$ cat src/rtl/peri_write_responder.sv
// Peripheral write responder: decodes the decode-stage write port into a DATA/CTRL/CLR map,
// queues DATA words in a small FIFO and presents them to a sink over valid/ready.
module peri_write_responder #(
    parameter int          DEPTH     = 4,
    parameter logic [15:0] ADDR_DATA = 16'h0000,
    parameter logic [15:0] ADDR_CTRL = 16'h0001,
    parameter logic [15:0] ADDR_CLR  = 16'h0002,
    localparam int         AW        = $clog2(DEPTH)
) (
    input  logic          clk,
    input  logic          rst,
    input  logic          peri_web,
    input  logic [15:0]   peri_addr,
    input  logic [15:0]   peri_datao,
    output logic          out_valid,
    input  logic          out_ready,
    output logic [15:0]   out_data,
    output logic          drain_en,
    output logic [AW:0]   fifo_count,
    output logic          fifo_full,
    output logic          fifo_empty,
    output logic          overflow
);

    // state     | meaning
    // S_IDLE    | nothing presented to the sink
    // S_PRESENT | FIFO head driven with out_valid=1, waiting for out_ready
    localparam logic [0:0] S_IDLE    = 1'b0;
    localparam logic [0:0] S_PRESENT = 1'b1;

    localparam logic [AW:0] FULL_CNT = (AW+1)'(DEPTH);

    logic [15:0]   mem [DEPTH];
    logic [AW-1:0] wr_ptr, rd_ptr;
    logic [AW:0]   count, count_nxt;
    logic [0:0]    state, state_nxt;

    logic wr_en, wr_data, wr_ctrl, wr_clr;
    logic pop, push, drop;

    assign wr_en   = !peri_web;
    assign wr_data = wr_en && (peri_addr == ADDR_DATA);
    assign wr_ctrl = wr_en && (peri_addr == ADDR_CTRL);
    assign wr_clr  = wr_en && (peri_addr == ADDR_CLR);

    // A flush voids a same-cycle handshake; a full FIFO still takes a word if the head leaves.
    assign pop  = (state == S_PRESENT) && out_ready && !wr_clr;
    assign push = wr_data && ((count != FULL_CNT) || pop);
    assign drop = wr_data && !push;

    assign count_nxt = count + (AW+1)'(push) - (AW+1)'(pop);

    always_comb begin
        state_nxt = state;
        if (wr_clr) begin
            state_nxt = S_IDLE;
        end else begin
            case (state)
                S_IDLE: begin
                    if (drain_en && ((count != '0) || push))
                        state_nxt = S_PRESENT;
                end
                S_PRESENT: begin
                    if (pop && !(drain_en && (count_nxt != '0)))
                        state_nxt = S_IDLE;
                end
                default: state_nxt = S_IDLE;
            endcase
        end
    end

    always_ff @(posedge clk or posedge rst) begin
        if (rst) begin
            wr_ptr <= '0;
            rd_ptr <= '0;
            count  <= '0;
            state  <= S_IDLE;
        end else if (wr_clr) begin
            wr_ptr <= '0;
            rd_ptr <= '0;
            count  <= '0;
            state  <= S_IDLE;
        end else begin
            if (push) wr_ptr <= wr_ptr + AW'(1);
            if (pop)  rd_ptr <= rd_ptr + AW'(1);
            count <= count_nxt;
            state <= state_nxt;
        end
    end

    // Storage is reset so out_data reads zero out of reset.
    always_ff @(posedge clk or posedge rst) begin
        if (rst) begin
            for (int i = 0; i < DEPTH; i++) mem[i] <= '0;
        end else if (push) begin
            mem[wr_ptr] <= peri_datao;
        end
    end

    always_ff @(posedge clk or posedge rst) begin
        if (rst) begin
            drain_en <= 1'b0;
            overflow <= 1'b0;
        end else begin
            if (wr_ctrl) drain_en <= peri_datao[0];
            if (drop)
                overflow <= 1'b1;
            else if (wr_ctrl && peri_datao[1])
                overflow <= 1'b0;
        end
    end

    assign out_valid  = (state == S_PRESENT);
    assign out_data   = mem[rd_ptr];
    assign fifo_count = count;
    assign fifo_full  = (count == FULL_CNT);
    assign fifo_empty = (count == '0);

endmodule

$ cat config.mk
export PLATFORM = sky130hd
export DESIGN_NAME = peri_write_responder
export DESIGN_NICKNAME = d
export VERILOG_FILES = /design/src/rtl/peri_write_responder.sv
export SDC_FILE = /design/constraint.sdc
export NUM_CORES = 1
export LEC_CHECK = 0
export BUFFER_PORTS_ARGS = -buffer_cell sky130_fd_sc_hd__buf_4
export CAP_MARGIN = 10
export CORE_AREA = 5 5 103 105
export DETAILED_ROUTE_END_ITERATION = 10
export DIE_AREA = 0 0 108 110
export HOLD_SLACK_MARGIN = 0.1
export PLACE_DENSITY_LB_ADDON = 0.15
export SLEW_MARGIN = 20
export SYNTH_ARGS = -nofsm -noshare
export SYNTH_HDL_FRONTEND = slang
export SYNTH_SLANG_ARGS = --single-unit
$ cat constraint.sdc
create_clock -name clk -period 3.8 [get_ports clk]
set_input_delay 0.19 -clock clk [delete_from_list [all_inputs] [get_ports clk]]
set_output_delay 0.19 -clock clk [all_outputs]
set_load 0.01 [all_outputs]
# Word level (Yosys, flattened, before mapping)
# Index checks and enable logic that the tools add are counted.
dict set report word_totals {
  ff_bits 74
  input_bits 36
  elab_cells 66
}
dict set report op_classes {
  addsub 4
  order_cmp 3
  eq_ne 4
  mux 17
  n_bitwise 3
  n_reduce_logical 25
}
# op count
set ops {}
lappend ops {{$bwmux W64} 1}
lappend ops {{$mux W16} 3}
lappend ops {{$bmux W16 S2} 1}
lappend ops {{$demux W16 S2} 1}
lappend ops {{$eq A16 B1 Y1 const B} 1}
lappend ops {{$eq A16 B2 Y1 const B} 1}
lappend ops {{$logic_not A16 Y1} 1}
lappend ops {{$logic_and A1 B1 Y1} 12}
lappend ops {{$mux W2} 4}
lappend ops {{$ge A3 B3 Y1 const B} 2}
lappend ops {{$not A2 Y3} 2}
lappend ops {{$reduce_bool A2 Y1} 3}
lappend ops {{$reduce_bool A3 Y1} 2}
lappend ops {{$mux W1} 5}
lappend ops {{$add A2 B1 Y2 const B} 2}
lappend ops {{$logic_not A1 Y1} 4}
lappend ops {{$add A3 B1 Y3} 1}
lappend ops {{$eq A3 B3 Y1 const B} 1}
lappend ops {{$logic_not A3 Y1} 1}
lappend ops {{$lt A3 B1 Y1 const B} 1}
lappend ops {{$mux W3} 1}
lappend ops {{$ne A3 B3 Y1 const B} 1}
lappend ops {{$sub A3 B1 Y3} 1}
lappend ops {{$logic_or A1 B1 Y1} 2}
lappend ops {{2 further kinds} 2}

# Logic depth before layout (Yosys ltp)
dict set report logic_depth {
  word_depth 15
  mapped_depth 14
  mapped_depth_nobuf 13
}

# Worst setup path before layout
# Ideal clock, no wire load.
dict set report synth_timing {
  path_type {input to register}
  start {in peri_addr[10]}
  end {reg state, in the netlist out_valid}
  arrival_time_ns 3.293
  t_required_ns 3.696
  slack_ns 0.404
  path_stages 13
  n_path_buf 0
  path_cell_list {or4_4 -> or4_1 -> nor4_1 -> nor2_1 -> ha_1 -> inv_1 -> ha_1 -> inv_1 -> fa_1 -> xnor2_1 -> xnor2_1 -> o31ai_1 -> a221oi_1}
}
dict set report synth_via {
  elab_chain_len 15
}
# element line
set synth_rtl {}
lappend synth_rtl {{from (decl)} 13} ;# input logic [15:0] peri_addr,
lappend synth_rtl {{$eq A16 B2 Y1} 44} ;# assign wr_clr = wr_en && (peri_addr == ADDR_CLR);
lappend synth_rtl {{$logic_and A1 B1 Y1} 44}
lappend synth_rtl {{$logic_not A1 Y1} 47} ;# assign pop = (state == S_PRESENT) && out_ready && !wr_clr;
lappend synth_rtl {{$logic_and A1 B1 Y1} 47}
lappend synth_rtl {{$logic_or A1 B1 Y1} 48} ;# assign push = wr_data && ((count != FULL_CNT) || pop);
lappend synth_rtl {{$logic_and A1 B1 Y1} 48}
lappend synth_rtl {{$add A3 B1 Y3} 51} ;# assign count_nxt = count + (AW+1)'(push) - (AW+1)'(pop);
lappend synth_rtl {{$sub A3 B1 Y3} 51}
lappend synth_rtl {{$reduce_bool A3 Y1} 64} ;# if (pop && !(drain_en && (count_nxt != '0)))
lappend synth_rtl {{$logic_and A1 B1 Y1} 64}
lappend synth_rtl {{$logic_not A1 Y1} 64}
lappend synth_rtl {{$logic_and A1 B1 Y1} 64}
lappend synth_rtl {{$mux W1} 64}
lappend synth_rtl {{$pmux W1 S2} 58} ;# case (state)
lappend synth_rtl {{$mux W1 (*)} 78} ;# end else if (wr_clr) begin
lappend synth_rtl {{to (signal assigned)} 87} ;# state <= state_nxt;
lappend synth_rtl {{to (decl)} 36} ;# logic [0:0] state, state_nxt;
# Mark *: on every way between the ends. The rest lies on a longest branch, timed or not.
# A chain may end at the register's enable or synchronous reset.

# Final worst setup path
dict set report layout_timing {
  start {reg count[2], in the netlist fifo_count[2]}
  end {reg state, in the netlist out_valid}
}
dict set report layout_via {
  elab_chain_len 12
}
# element line
set layout_rtl {}
lappend layout_rtl {{from (decl)} 35} ;# logic [AW:0] count, count_nxt;
lappend layout_rtl {{from (signal assigned)} 86} ;# count <= count_nxt;
lappend layout_rtl {{$ne A3 B3 Y1} 48}
lappend layout_rtl {{$logic_or A1 B1 Y1} 48}
lappend layout_rtl {{$logic_and A1 B1 Y1} 48}
lappend layout_rtl {{$add A3 B1 Y3} 51}
lappend layout_rtl {{$sub A3 B1 Y3} 51}
lappend layout_rtl {{$reduce_bool A3 Y1} 64}
lappend layout_rtl {{$logic_and A1 B1 Y1} 64}
lappend layout_rtl {{$logic_not A1 Y1} 64}
lappend layout_rtl {{$logic_and A1 B1 Y1} 64}
lappend layout_rtl {{$mux W1} 64}
lappend layout_rtl {{$pmux W1 S2 (*)} 58}
lappend layout_rtl {{$mux W1 (*)} 78}
# Marks and branches as above.

==> results.toml <==
[status]
outcome = "finished clean"

[placed_design]
portBuffers = 59
placed_cells_incl_taps = 422
gp_congestion = 0.715
hpwl_mm = 4.98

[timing]
rsz0062_at_grt = "false"
drv_slew = 0
period_share = 0.832
min_period_ps = 3160
worst_pin_slew_ps = 1020
finClkSkew_ps = 7.88
tns_ps = 0
hold_ws_ps = 123
slew_headroom = 0.319
setup_violations = 0
hold_viol = 0
clock.fmax_ghz = 0.316

[global_routing]
grt-ovfl-total = 0
grt_max_degree = 45
grt_pass1_wl_mm = 12.7
antenna_found_initial = 0
grtUsageTotal = 0.140
grt_pass1_vias = 2435

[routing]
drcViolationCount = 0
drtIter0Drc = 70
ant_nets = 0
routedWlPerCell_um = 16.6
wl_mm = 7.53
num_vias = 2190
drt_first_pass_iters = 4
via_per_inst = 4.83

[setup_path]
cp-end-kind = "register"
worstPathRequired_ps = 4050
path_class = "reg -> reg"
crit_arrival_ps = 3410
crit_path_start_kind = "register"
cp_max_fo = 7

[clocking]
hold_buffers = 16
cts_max_level = 3
cts_buffer_depth = 2
postCtsSetupBuffers = 0
clock-root-buffer = "clkbuf_8"
clk_latency_ps = 340
numCtsBuffers = 9
clk_pin_slew_worst_paths_ps = 80
cts_resized = 0
clock_sinks = 74
cts_tree = "built"

[synth]
ys.flop_type = "dfrtp_1"
synth_largest_area_cell = "dfrtp_1"
synth-seq-cells = 74
synthesis.area_um2 = 3690
async_reset_ff_frac = 1.00
synth_area_leaders = "dfrtp_1 50%, mux2_4 16%, mux4_2 9.8%"
synth_seq_area_share = 0.502
synth_fp_nets = 274
synth_edf_count = 0
syn_inst = 231
synth_top_area_frac = 0.502
avgSynthCellArea_um2 = 16.0
yosysWarnings = 0
synth_cell_types = 34

[final_layout]
instances_no_fill = 453
diodes = 0
syn_to_final_growth_pct = 26.7
final_nets = 359
drive_above_1_share = 0.541
final_util = 0.489

[die]
initial_utilization = 0.386
die-area_um2 = 11900
core_region_area_um2 = 9550
io_pins = 60
die_height_um = 110
die_w_um = 108
row_count = 36

[pwr]
ir_drop_v = 0.000195
p_per_area_nw_per_um2 = 339
power.leakage_nw = 2.19

[hold_path]
worstHoldPathType = "in -> reg"

[flow_run]
cap_viol_max_count = 0
sequential cells by signal, indices dropped and copies added, names as in the netlist:
signal / flops
drain_en: 1
fifo_count: 3
mem: 64
out_valid: 1
overflow: 1
rd_ptr: 2
wr_ptr: 2
cell families after synthesis:
group / Yosys count / share of synthesized area
compound gates: 7 / 0.0146
xor+xnor: 4 / 0.00950
fa+ha+maj: 7 / 0.0258
buf+inv: 19 / 0.0336
flops: 74 / 0.502
mux: 82 / 0.340
simple gates: 38 / 0.0750
synth_stat cells, types with 2 or more instances:
cell,number
o31ai_1,2
dfrtp_1,74
inv_1,8
clkbuf_1,5
nor4_1,4
buf_8,4
xnor2_1,2
mux4_2,16
nor3_1,3
mux2_2,25
or4_4,2
nor2_1,4
mux2_4,40
nor4_4,4
xor2_1,2
ha_1,6
nor2b_1,2
nand2_1,9
or4_1,4
final cells by class:
cell class | count | area [µm²]
flip-flops and latches | 74 | 1850
clock inverters | 5 | 104
repair buffers | 85 | 678
fillers | 873 | 4880
well taps | 133 | 166
multi-input cells | 138 | 1710
inverters | 8 | 30.0
clock buffers | 10 | 128
per-stage QoR:
step / area (µm²) / setup slack (ps) / total power [W]
floorplan: 3690 / 404 / 0.000819
global placement: 4280 / 459 / 0.000864
detailed placement: 4280 / 435 / 0.000864
CTS: 4670 / 602 / 0.00161
global route: 4670 / 368 / 0.00165
finish: 4670 / 639 / 0.00159
layout by cell type, fill, tap and decap left out, types with 2 or more instances in the layout:
master	n
nor2_1	4
mux2_2	25
nor4_1	4
nor2b_1	2
inv_1	7
bufinv_16	3
or4_1	4
xnor2_1	2
o31ai_1	2
ha_1	6
xor2_1	2
or4_4	2
buf_4	69
dfrtp_1	73
clkbuf_8	9
nand2_1	9
mux4_2	16
dlygate4sd3_1	16
mux2_4	40
nor4_4	4
nor3_1	3
metal layers:
| layer | vias up | GRT usage | part of all wire |
|---|---|---|---|
| met4 | 0 | 0.0379 | 0.011 |
| li1 | 1025 | - | - |
| met5 | - | 0 | 0 |
| met1 | 1107 | 0.193 | 0.48 |
| met2 | 52 | 0.214 | 0.46 |
| met3 | 6 | 0.0460 | 0.052 |
worst paths after layout:
kind                       slack (ps)               endpoint               startpoint  cells after the start
min in group asynchronous         510    mem[54]$_DFFE_PP0P_                      rst                      3
min                               120     mem[0]$_DFFE_PP0P_            peri_datao[0]                      2
max reg2reg                       640    out_valid$_DFF_PP0_  fifo_count[2]$_DFF_PP0_                     12
max in group asynchronous        2240  rd_ptr[1]$_DFFE_PP0P_                      rst                      4
min reg2reg                       500    mem[46]$_DFFE_PP0P_      mem[46]$_DFFE_PP0P_                      1
max                               640    out_valid$_DFF_PP0_  fifo_count[2]$_DFF_PP0_                     12
worst max-delay path: stages, from the launching register on:
cell and delay [ps]:
dfrtp_1 440, nor3b_1 190, and2_1 320, or4_1 550, ha_1 280, inv_1 50, ha_1 120, inv_1 50
fa_1 370, xnor2_1 170, xnor2_1 160, o31ai_1 90, a221oi_1 270
report_power, final:
part	leakage, nW	total [W]	switching, W	internal [W]
Combinational	1.04	0.0000726	0.0000351	0.0000376
Sequential	1.03	0.000787	0.0000000554	0.000787
Clock	0.116	0.000726	0.000293	0.000433
Total	2.19	0.00159	0.000328	0.00126
Power figures use the tool's default switching activity.
